`src/rtl/ro_freq_counter.sv`:
```
// Gated frequency counter for an asynchronous ring-oscillator signal: counts its
// synchronised rising edges over GATE_CYCLES clocks and reports the total with a valid strobe.
module ro_freq_counter #(
  parameter int GATE_CYCLES = 50_000_000,
  parameter int GATE_WIDTH  = 26,
  parameter int COUNT_WIDTH = 32
) (
  input  logic                   clk,
  input  logic                   rst,
  input  logic                   ro_in,
  input  logic                   start,
  input  logic                   continuous,
  output logic [COUNT_WIDTH-1:0] count_out,
  output logic                   valid,
  output logic                   overflow,
  output logic                   busy
);

  typedef enum logic [1:0] {
    IDLE = 2'd0,
    GATE = 2'd1,
    DONE = 2'd2
  } state_e;

  localparam logic [GATE_WIDTH-1:0]  GATE_LAST = GATE_WIDTH'(GATE_CYCLES - 1);
  localparam logic [COUNT_WIDTH-1:0] COUNT_MAX = '1;

  // Two-flop synchroniser plus one history flop for edge detection.
  logic s1_q, s2_q, s3_q;
  logic rise;

  state_e                 state_q, state_d;
  logic [GATE_WIDTH-1:0]  gate_cnt_q, gate_cnt_d;
  logic [COUNT_WIDTH-1:0] edge_cnt_q, edge_cnt_d;
  logic                   sat_q, sat_d;
  logic [COUNT_WIDTH-1:0] count_out_q, count_out_d;
  logic                   overflow_q, overflow_d;

  // Edge count and sticky flag as they would stand after this cycle's rise.
  logic [COUNT_WIDTH-1:0] edge_inc;
  logic                   sat_inc;

  // NOTE: every flop uses <= so all registers sample pre-edge values; with = the
  // synchroniser would collapse into a single stage.
  always_ff @(posedge clk) begin
    if (rst) begin
      s1_q <= 1'b0;
      s2_q <= 1'b0;
      s3_q <= 1'b0;
    end else begin
      s1_q <= ro_in;
      s2_q <= s1_q;
      s3_q <= s2_q;
    end
  end

  assign rise = s2_q & ~s3_q;

  // Saturating increment: the counter never wraps, it pins at all-ones instead.
  always_comb begin
    edge_inc = edge_cnt_q;
    sat_inc  = sat_q;
    if (rise) begin
      if (edge_cnt_q == COUNT_MAX) begin
        sat_inc = 1'b1;
      end else begin
        edge_inc = edge_cnt_q + 1'b1;
      end
    end
  end

  // NOTE: every signal driven here gets a hold value first, so no path leaves
  // one unassigned and no latch is inferred.
  always_comb begin
    state_d     = state_q;
    gate_cnt_d  = gate_cnt_q;
    edge_cnt_d  = edge_cnt_q;
    sat_d       = sat_q;
    count_out_d = count_out_q;
    overflow_d  = overflow_q;

    unique case (state_q)
      IDLE: begin
        if (start || continuous) begin
          state_d    = GATE;
          gate_cnt_d = '0;
          edge_cnt_d = '0;
          sat_d      = 1'b0;
        end
      end

      GATE: begin
        gate_cnt_d = gate_cnt_q + 1'b1;
        edge_cnt_d = edge_inc;
        sat_d      = sat_inc;
        if (gate_cnt_q == GATE_LAST) begin
          // The final gate cycle's edge is included in the reported result.
          state_d     = DONE;
          count_out_d = edge_inc;
          overflow_d  = sat_inc;
        end
      end

      DONE: begin
        // A rise landing in this cycle is dropped: one dead cycle per window.
        if (continuous) begin
          state_d    = GATE;
          gate_cnt_d = '0;
          edge_cnt_d = '0;
          sat_d      = 1'b0;
        end else begin
          state_d = IDLE;
        end
      end

      default: state_d = IDLE;
    endcase
  end

  always_ff @(posedge clk) begin
    if (rst) begin
      state_q     <= IDLE;
      gate_cnt_q  <= '0;
      edge_cnt_q  <= '0;
      sat_q       <= 1'b0;
      count_out_q <= '0;
      overflow_q  <= 1'b0;
    end else begin
      state_q     <= state_d;
      gate_cnt_q  <= gate_cnt_d;
      edge_cnt_q  <= edge_cnt_d;
      sat_q       <= sat_d;
      count_out_q <= count_out_d;
      overflow_q  <= overflow_d;
    end
  end

  assign count_out = count_out_q;
  assign overflow  = overflow_q;
  assign valid     = (state_q == DONE);
  assign busy      = (state_q != IDLE);

endmodule

```
`config.mk`:
```
export PLATFORM = sky130hd
export DESIGN_NAME = ro_freq_counter
export DESIGN_NICKNAME = d
export VERILOG_FILES = /design/src/rtl/ro_freq_counter.sv
export SDC_FILE = /design/constraint.sdc
export NUM_CORES = 1
export LEC_CHECK = 0
export CAP_MARGIN = 5
export CORE_UTILIZATION = 50
export DETAILED_ROUTE_END_ITERATION = 12
export PLACE_DENSITY = 0.73
export SLEW_MARGIN = 20
export SYNTH_ARGS = -nofsm -noshare
export SYNTH_HDL_FRONTEND = slang
export SYNTH_SLANG_ARGS = --single-unit
export TNS_END_PERCENT = 30
```
`constraint.sdc`:
```
create_clock -name clk -period 2.03 [get_ports clk]
set_input_delay 0.406 -clock clk [delete_from_list [all_inputs] [get_ports clk]]
set_output_delay 0.406 -clock clk [all_outputs]
set_load 0.02 [all_outputs]
```
==> summary.txt, run 1 <==
Critical path
  • Arrival time at the worst endpoint: 1.58 ns
  • Worst Setup End Kind: primary output
  • WP data required: 1.62 ns
  • Top delay family on crit path: buffers and inverters
  • Crit path launch type: register
  • CP max stage cell: clkdlybuf4s50_1
  • Worst Path Max Fanout: 5
  • CP Class: reg2out
  • Critical Path Max Stage Delay: 0.61 ns
  • CP Cell Sequence: buf_4 > nor2b_1 > clkdlybuf4s50_1
  • Buf/Inv on CP: 2
  • Crit path from: state_q[0]
  • Reg-to-Reg Start: gate_cnt_q[3]

Global route
  • Initial antenna violation count: 0
  • Gr usage total: 24.5%
  • Congestion Overflow GR: 0
  • First-pass GRT wire length: 19.6 mm
  • Largest net degree at the start of global routing: 37
  • Vias in the first global route: 4145

Synth
  • Top FF cell, synth: dfxtp_1
  • EDFF count, synth: 0
  • Yosys reg bits: 97
  • Yosys warning total: 0
  • Post-Synth Adder-Cell Area: 0.529%
  • Cell Area, Synth: 0.00473 sq mm
  • Cells after synthesis: 561
  • Synth unique cells: 50
  • Multiplexer share of the synthesized area: 0.846%
  • Post-Synth Simple-Gate Area: 27.8%
  • Post-synthesis xor/xnor area fraction: 8.88%
  • Register area share after synthesis: 41.0%
  • Yosys top cell area share: 41.0%
  • Largest family of logic cells by synthesized area: simple AND/OR/NAND/NOR gates
  • Synth top area cells: dfxtp_1, nor2_1, xor2_1, a211oi_1, xnor2_1
  • Syn Area/Cell: 8.44 sq um
  • Area leader, netlist: dfxtp_1
  • Async set-or-reset flop fraction in the synthesized netlist: 0%
  • Syn_nets: 568
  • Post-synthesis compound-gate area fraction: 17.0%

STA
  • Setup violations, final: 0
  • Slew Limit Fails: 0
  • Final min period: 1.99 ns
  • Clock Skew: 0.00834 ns
  • Hold slack final: 0.353 ns
  • Unrepaired setup endpoints after global routing: yes
  • Worst-Margin Slew: 0.490 ns
  • Slew HR: 67.2%
  • Period utilisation layout: 97.8%
  • Fmax: 504 MHz
  • Fin. Hold Viols: 0

Pwr
  • Int Power: 2.46 mW
  • Pwr Total: 3.34 mW
  • Sw Pwr: 0.879 mW
  • Sw frac: 26.3%
  • Part of the power in the clock network: 36.0%
  • Leakage Power: 2.08 nW
  • Worst vdd ir: 0.399 mV
  • Cell Pwr Density: 554 mW/mm^2
  • Part of the power in registers: 57.4%
  • Comb pwr share: 6.6%

Detailed routing
  • Highest Signal Layer: met4
  • Drt first pass iters: 5
  • Post-DRT Antenna Nets: 0
  • DR WL met3: 742 microns
  • Routed Wire Length: 12.4 mm
  • Vias/cell: 5.94
  • DR DRC count: 0
  • M1 WL: 5.49 mm
  • Met2 wire length: 5.91 mm
  • Iter 0 DRT Violations: 245
  • Vias: 4529
  • Routed WL per cell: 16.3 microns

Finish
  • P&R area growth vs syn: 27.3%
  • Layout Utilization: 65.5%
  • Ant diodes: 0
  • Final nets: 654
  • Finished Layout Cells: 763
  • Commonest non-fill, non-tap cell in the layout: dfxtp_1
  • Fillers: 791
  • Share of cells above drive strength 1: 20.6%
  • Most frequent cells in the layout: dfxtp_1, nor2_1, buf_4

Clock tree
  • Root buf cell: clkbuf_8
  • CTS Buf Count: 9
  • Max clock buf depth: 2
  • Sink Count: 97
  • Worst-path clk slew: 0.10 ns
  • CTS tree: built
  • Clk_lat worst skew: 0.37 ns
  • H-tree depth: 3

Place
  • I/O Buffers: 39
  • Final Wtd Congestion: 0.865
  • Final HPWL DP: 8.36 mm
  • Placed cells: 742

Die
  • Initial Util: 51.5%
  • IO Pins: 40
  • Vert. Die Dim: 99.3 microns
  • Area of the core: 0.00920 sq mm
  • Num rows: 35
  • Die area: 0.00986 sq mm
  • Width of the chip: 99.3 microns

Hold path
  • Worst Hold Class: in2reg
  • Hold wc startpoint: rst

Run
  • Max Cap Viol: 0

Outcome
  • Status: finished clean
## routing by layer
metal / up-vias / GRT usage [%]
met2: 160 / 41.2
met4: 0 / 7.69
met3: 35 / 4.64
met1: 2143 / 31.9
met5: - / 0
li1: 2191 / -
## per-stage QoR
stage / TNS (ns) / instance area [sq um] / setup slack (ns)
after floorplan: 0 / 4730 / 0.0284
after global placement: -1.57 / 5670 / -0.263
after detailed placement: -2.60 / 5670 / -0.366
after CTS: 0 / 5860 / 0.00288
after global routing: -0.0660 / 6030 / -0.0238
final: 0 / 6030 / 0.0441
## flip-flops by register name, indices dropped and copies added, names as in the netlist
name,count
count_out,32
edge_cnt_q,32
gate_cnt_q,26
state_q,2
overflow,1
s1_q,1
s2_q,1
s3_q,1
sat_q,1
## power groups by stage
stage / Combinational, mW / Sequential, mW / Clock, mW
final: 0.221 / 1.91 / 1.20
after global routing: 0.240 / 1.92 / 1.29
after CTS: 0.218 / 1.91 / 1.23
after detailed placement: 0.219 / 1.96 / 0
after global placement: 0.215 / 1.96 / 0
after floorplan: 0.119 / 1.96 / 0
## worst register-to-register path, delay by kind of cell, from the launching register on
kind,cells,cell delay [ns]
buf+inv,3,0.50
simple gates,4,0.73
flops,1,0.40
compound gates,1,0.23
## cells by family after synthesis
| kind of cell | count (synthesis) |
|---|---|
| AND/OR/NAND/NOR | 240 |
| adder cells (fa/ha/maj) | 2 |
| buffers and inverters | 46 |
| XOR/XNOR | 48 |
| flip-flops | 97 |
| multiplexers | 4 |
| AO/OA/AOI/OAI | 124 |
## worst paths after layout
kind | endpoint | slack, ns | cells after the start
max | valid | 0.04 | 3
min | gate_cnt_q[0] | 0.35 | 2
max reg2reg | count_out[28] | 0.07 | 8
min reg2reg | s2_q | 0.45 | 1
## area by class of cell
| type | count | area [sq um] | share of cell area, % |
|---|---|---|---|
| sequential | 97 | 1950 | 32.4 |
| tap | 111 | 139 | 2.30 |
| clock buffer | 9 | 124 | 2.06 |
| timing repair buffer | 111 | 1010 | 16.8 |
| inverter | 10 | 37.5 | 0.623 |
| clock inverter | 7 | 62.6 | 1.04 |
| multi-input combinational | 418 | 2700 | 44.7 |
## Yosys cell counts, types with 17 or more instances
cell,number
nand2_1,43
dfxtp_1,97
xnor2_1,20
nand4_1,17
o21ai_0,21
a31oi_1,22
a21oi_1,28
nor2_1,77
clkbuf_1,27
nand3_1,20
xor2_1,28
a211oi_1,28
## timing repair
| action | CTS | global route |
|---|---|---|
| setup endpoints to repair | 2 | 48 |
| pin swaps | 0 | 6 |
| gates cloned | 0 | 2 |
| hold buffers | 0 | 0 |
| gates resized for setup | 2 | 28 |
| buffers inserted | 0 | 3 |
No activity file was read; power rests on OpenSTA's default activity.
==> run 2, diff against run 1 <==
--- a/config.mk
+++ b/config.mk
@@ -6,9 +6,8 @@
 export NUM_CORES = 1
 export LEC_CHECK = 0
 export CAP_MARGIN = 5
-export CORE_UTILIZATION = 50
+export CORE_UTILIZATION = 25
 export DETAILED_ROUTE_END_ITERATION = 12
-export PLACE_DENSITY = 0.73
 export SLEW_MARGIN = 20
 export SYNTH_ARGS = -nofsm -noshare
 export SYNTH_HDL_FRONTEND = slang
==> constraint.sdc (replaced) <==
create_clock -name clk -period 2.04 [get_ports clk]
set_input_delay 0.408 -clock clk [delete_from_list [all_inputs] [get_ports clk]]
set_output_delay 0.408 -clock clk [all_outputs]
set_load 0.02 [all_outputs]
==> run 2 against run 1 <==
Hold slack better by 0.039 ns. Largest power group unchanged. Sequential share of layout area is 1.7 points lower. Design area is 5.1% higher. Clock power up 53%. Clock skew up 0.0029 ns. Global-route usage shrank 12 points. Via count is 5.3% lower.
==> summary.txt, run 2 (synthesized netlist as in run 1, its figures left out) <==
Outcome
  • Status: finished clean

Global route
  • Initial antenna violation count: 0
  • First-pass GRT wire length: 19.9 mm
  • Gr usage total: 12.8%
  • Vias in the first global route: 3931
  • Largest net degree at the start of global routing: 37
  • Congestion Overflow GR: 0

Detailed routing
  • Drt first pass iters: 4
  • Iter 0 DRT Violations: 301
  • DR DRC count: 0
  • Routed Wire Length: 12.3 mm
  • Vias: 4290
  • Routed WL per cell: 13.9 microns
  • Vias/cell: 4.83
  • Post-DRT Antenna Nets: 0

STA
  • Hold slack final: 0.392 ns
  • Setup TNS: 0 ns
  • Clock Skew: 0.0112 ns
  • PnR worst setup slack: 0.0611 ns
  • Slew HR: 68.8%
  • Fin. Hold Viols: 0
  • Final min period: 1.98 ns
  • Worst-Margin Slew: 0.467 ns
  • Fmax: 505 MHz
  • Setup violations, final: 0
  • Unrepaired setup endpoints after global routing: yes
  • Slew Limit Fails: 0
  • Period utilisation layout: 97.0%

Finish
  • Finished Layout Cells: 888
  • Final nets: 661
  • Ant diodes: 0
  • Share of cells above drive strength 1: 20.5%
  • Multi-input gate area: 0.00268 sq mm
  • Commonest non-fill, non-tap cell in the layout: dfxtp_1
  • Most frequent cells in the layout: dfxtp_1, nor2_1, buf_4
  • Fin area: 0.00634 sq mm
  • P&R area growth vs syn: 33.9%
  • Register area: 0.00195 sq mm
  • Fillers: 1841
  • Layout Utilization: 34.7%

Clock tree
  • CTS tree: built
  • CTS Buf Count: 9
  • H-tree depth: 3
  • Sink Count: 97
  • Clk_lat worst skew: 0.36 ns
  • Worst-path clk slew: 0.06 ns
  • Root buf cell: clkbuf_16
  • Max clock buf depth: 2

Hold path
  • Worst Hold Class: in2reg

Critical path
  • WP data required: 1.63 ns
  • Crit path launch type: register
  • Arrival time at the worst endpoint: 1.57 ns
  • CP Class: reg2out
  • Worst Setup End Kind: primary output
  • Worst Path Max Fanout: 7

Die
  • Die area: 0.0195 sq mm
  • IO Pins: 40
  • Area of the core: 0.0183 sq mm
  • Initial Util: 25.9%
  • Width of the chip: 140 microns
  • Vert. Die Dim: 140 microns
  • Num rows: 49

Place
  • Final Wtd Congestion: 0.804
  • Final HPWL DP: 8.70 mm
  • Pre-CTS setup slack: -0.316 ns
  • Placed cells: 869
  • DP Area: 0.00589 sq mm
  • I/O Buffers: 39

Pwr
  • Leakage Power: 2.17 nW
  • Worst vdd ir: 0.343 mV
  • Pwr Total: 3.98 mW
  • Cell Pwr Density: 628 mW/mm^2

Run
  • Max Cap Viol: 0
## run 2: critical path: stages, from the launching register on
cell and delay [ns]:
dfxtp_1 0.37, or2_2 0.31, clkdlybuf4s50_1 0.54
## run 2: power by group
part | total, mW | switching (mW) | internal, mW
clock | 1.84 | 0.768 | 1.07
sequential | 1.91 | 0.00698 | 1.90
combinational | 0.228 | 0.139 | 0.0894
total | 3.98 | 0.913 | 3.06
## run 2: metal layers
| layer | wire [microns] | GRT usage [%] | vias up |
|---|---|---|---|
| met2 | 5460 | 19.7 | 87 |
| met3 | 527 | 2.62 | 11 |
| met5 | 0 | 0 | - |
| li1 | - | - | 2203 |
| met1 | 6140 | 17.5 | 1989 |
| met4 | 174 | 4.92 | 0 |
## run 2: path summary, 6_finish.rpt
check / startpoint / to / slack, ns / cells past startpoint
max: state_q[0] / busy / 0.06 / 2
min: rst / state_q[0] / 0.39 / 2
max reg2reg: gate_cnt_q[18] / count_out[23] / 0.11 / 6
min reg2reg: s1_q / s2_q / 0.44 / 1
## run 2: repair_timing
action / CTS / global route
hold endpoints to repair: 0 / 0
setup endpoints to repair: 0 / 39
hold buffers: 0 / 0
setup buffers: 0 / 2
resized for setup: 0 / 24
## run 2: cell type report
cell class / count / share of cell area, %
Multi-Input combinational cell: 418 / 42.3
Inverter: 10 / 0.592
Clock inverter: 7 / 1.48
Sequential cell: 97 / 30.7
Clock buffer: 9 / 3.55
Timing Repair Buffer: 118 / 16.8
Tap cell: 229 / 4.52
==> run 3, diff against run 2 <==
--- a/config.mk
+++ b/config.mk
@@ -8,7 +8,7 @@
 export CAP_MARGIN = 5
 export CORE_UTILIZATION = 25
 export DETAILED_ROUTE_END_ITERATION = 12
-export SLEW_MARGIN = 20
+export SLEW_MARGIN = 15
 export SYNTH_ARGS = -nofsm -noshare
 export SYNTH_HDL_FRONTEND = slang
 export SYNTH_SLANG_ARGS = --single-unit
==> results of run 3 <==
Final layout, timing and power as in run 2 (identical DEF).
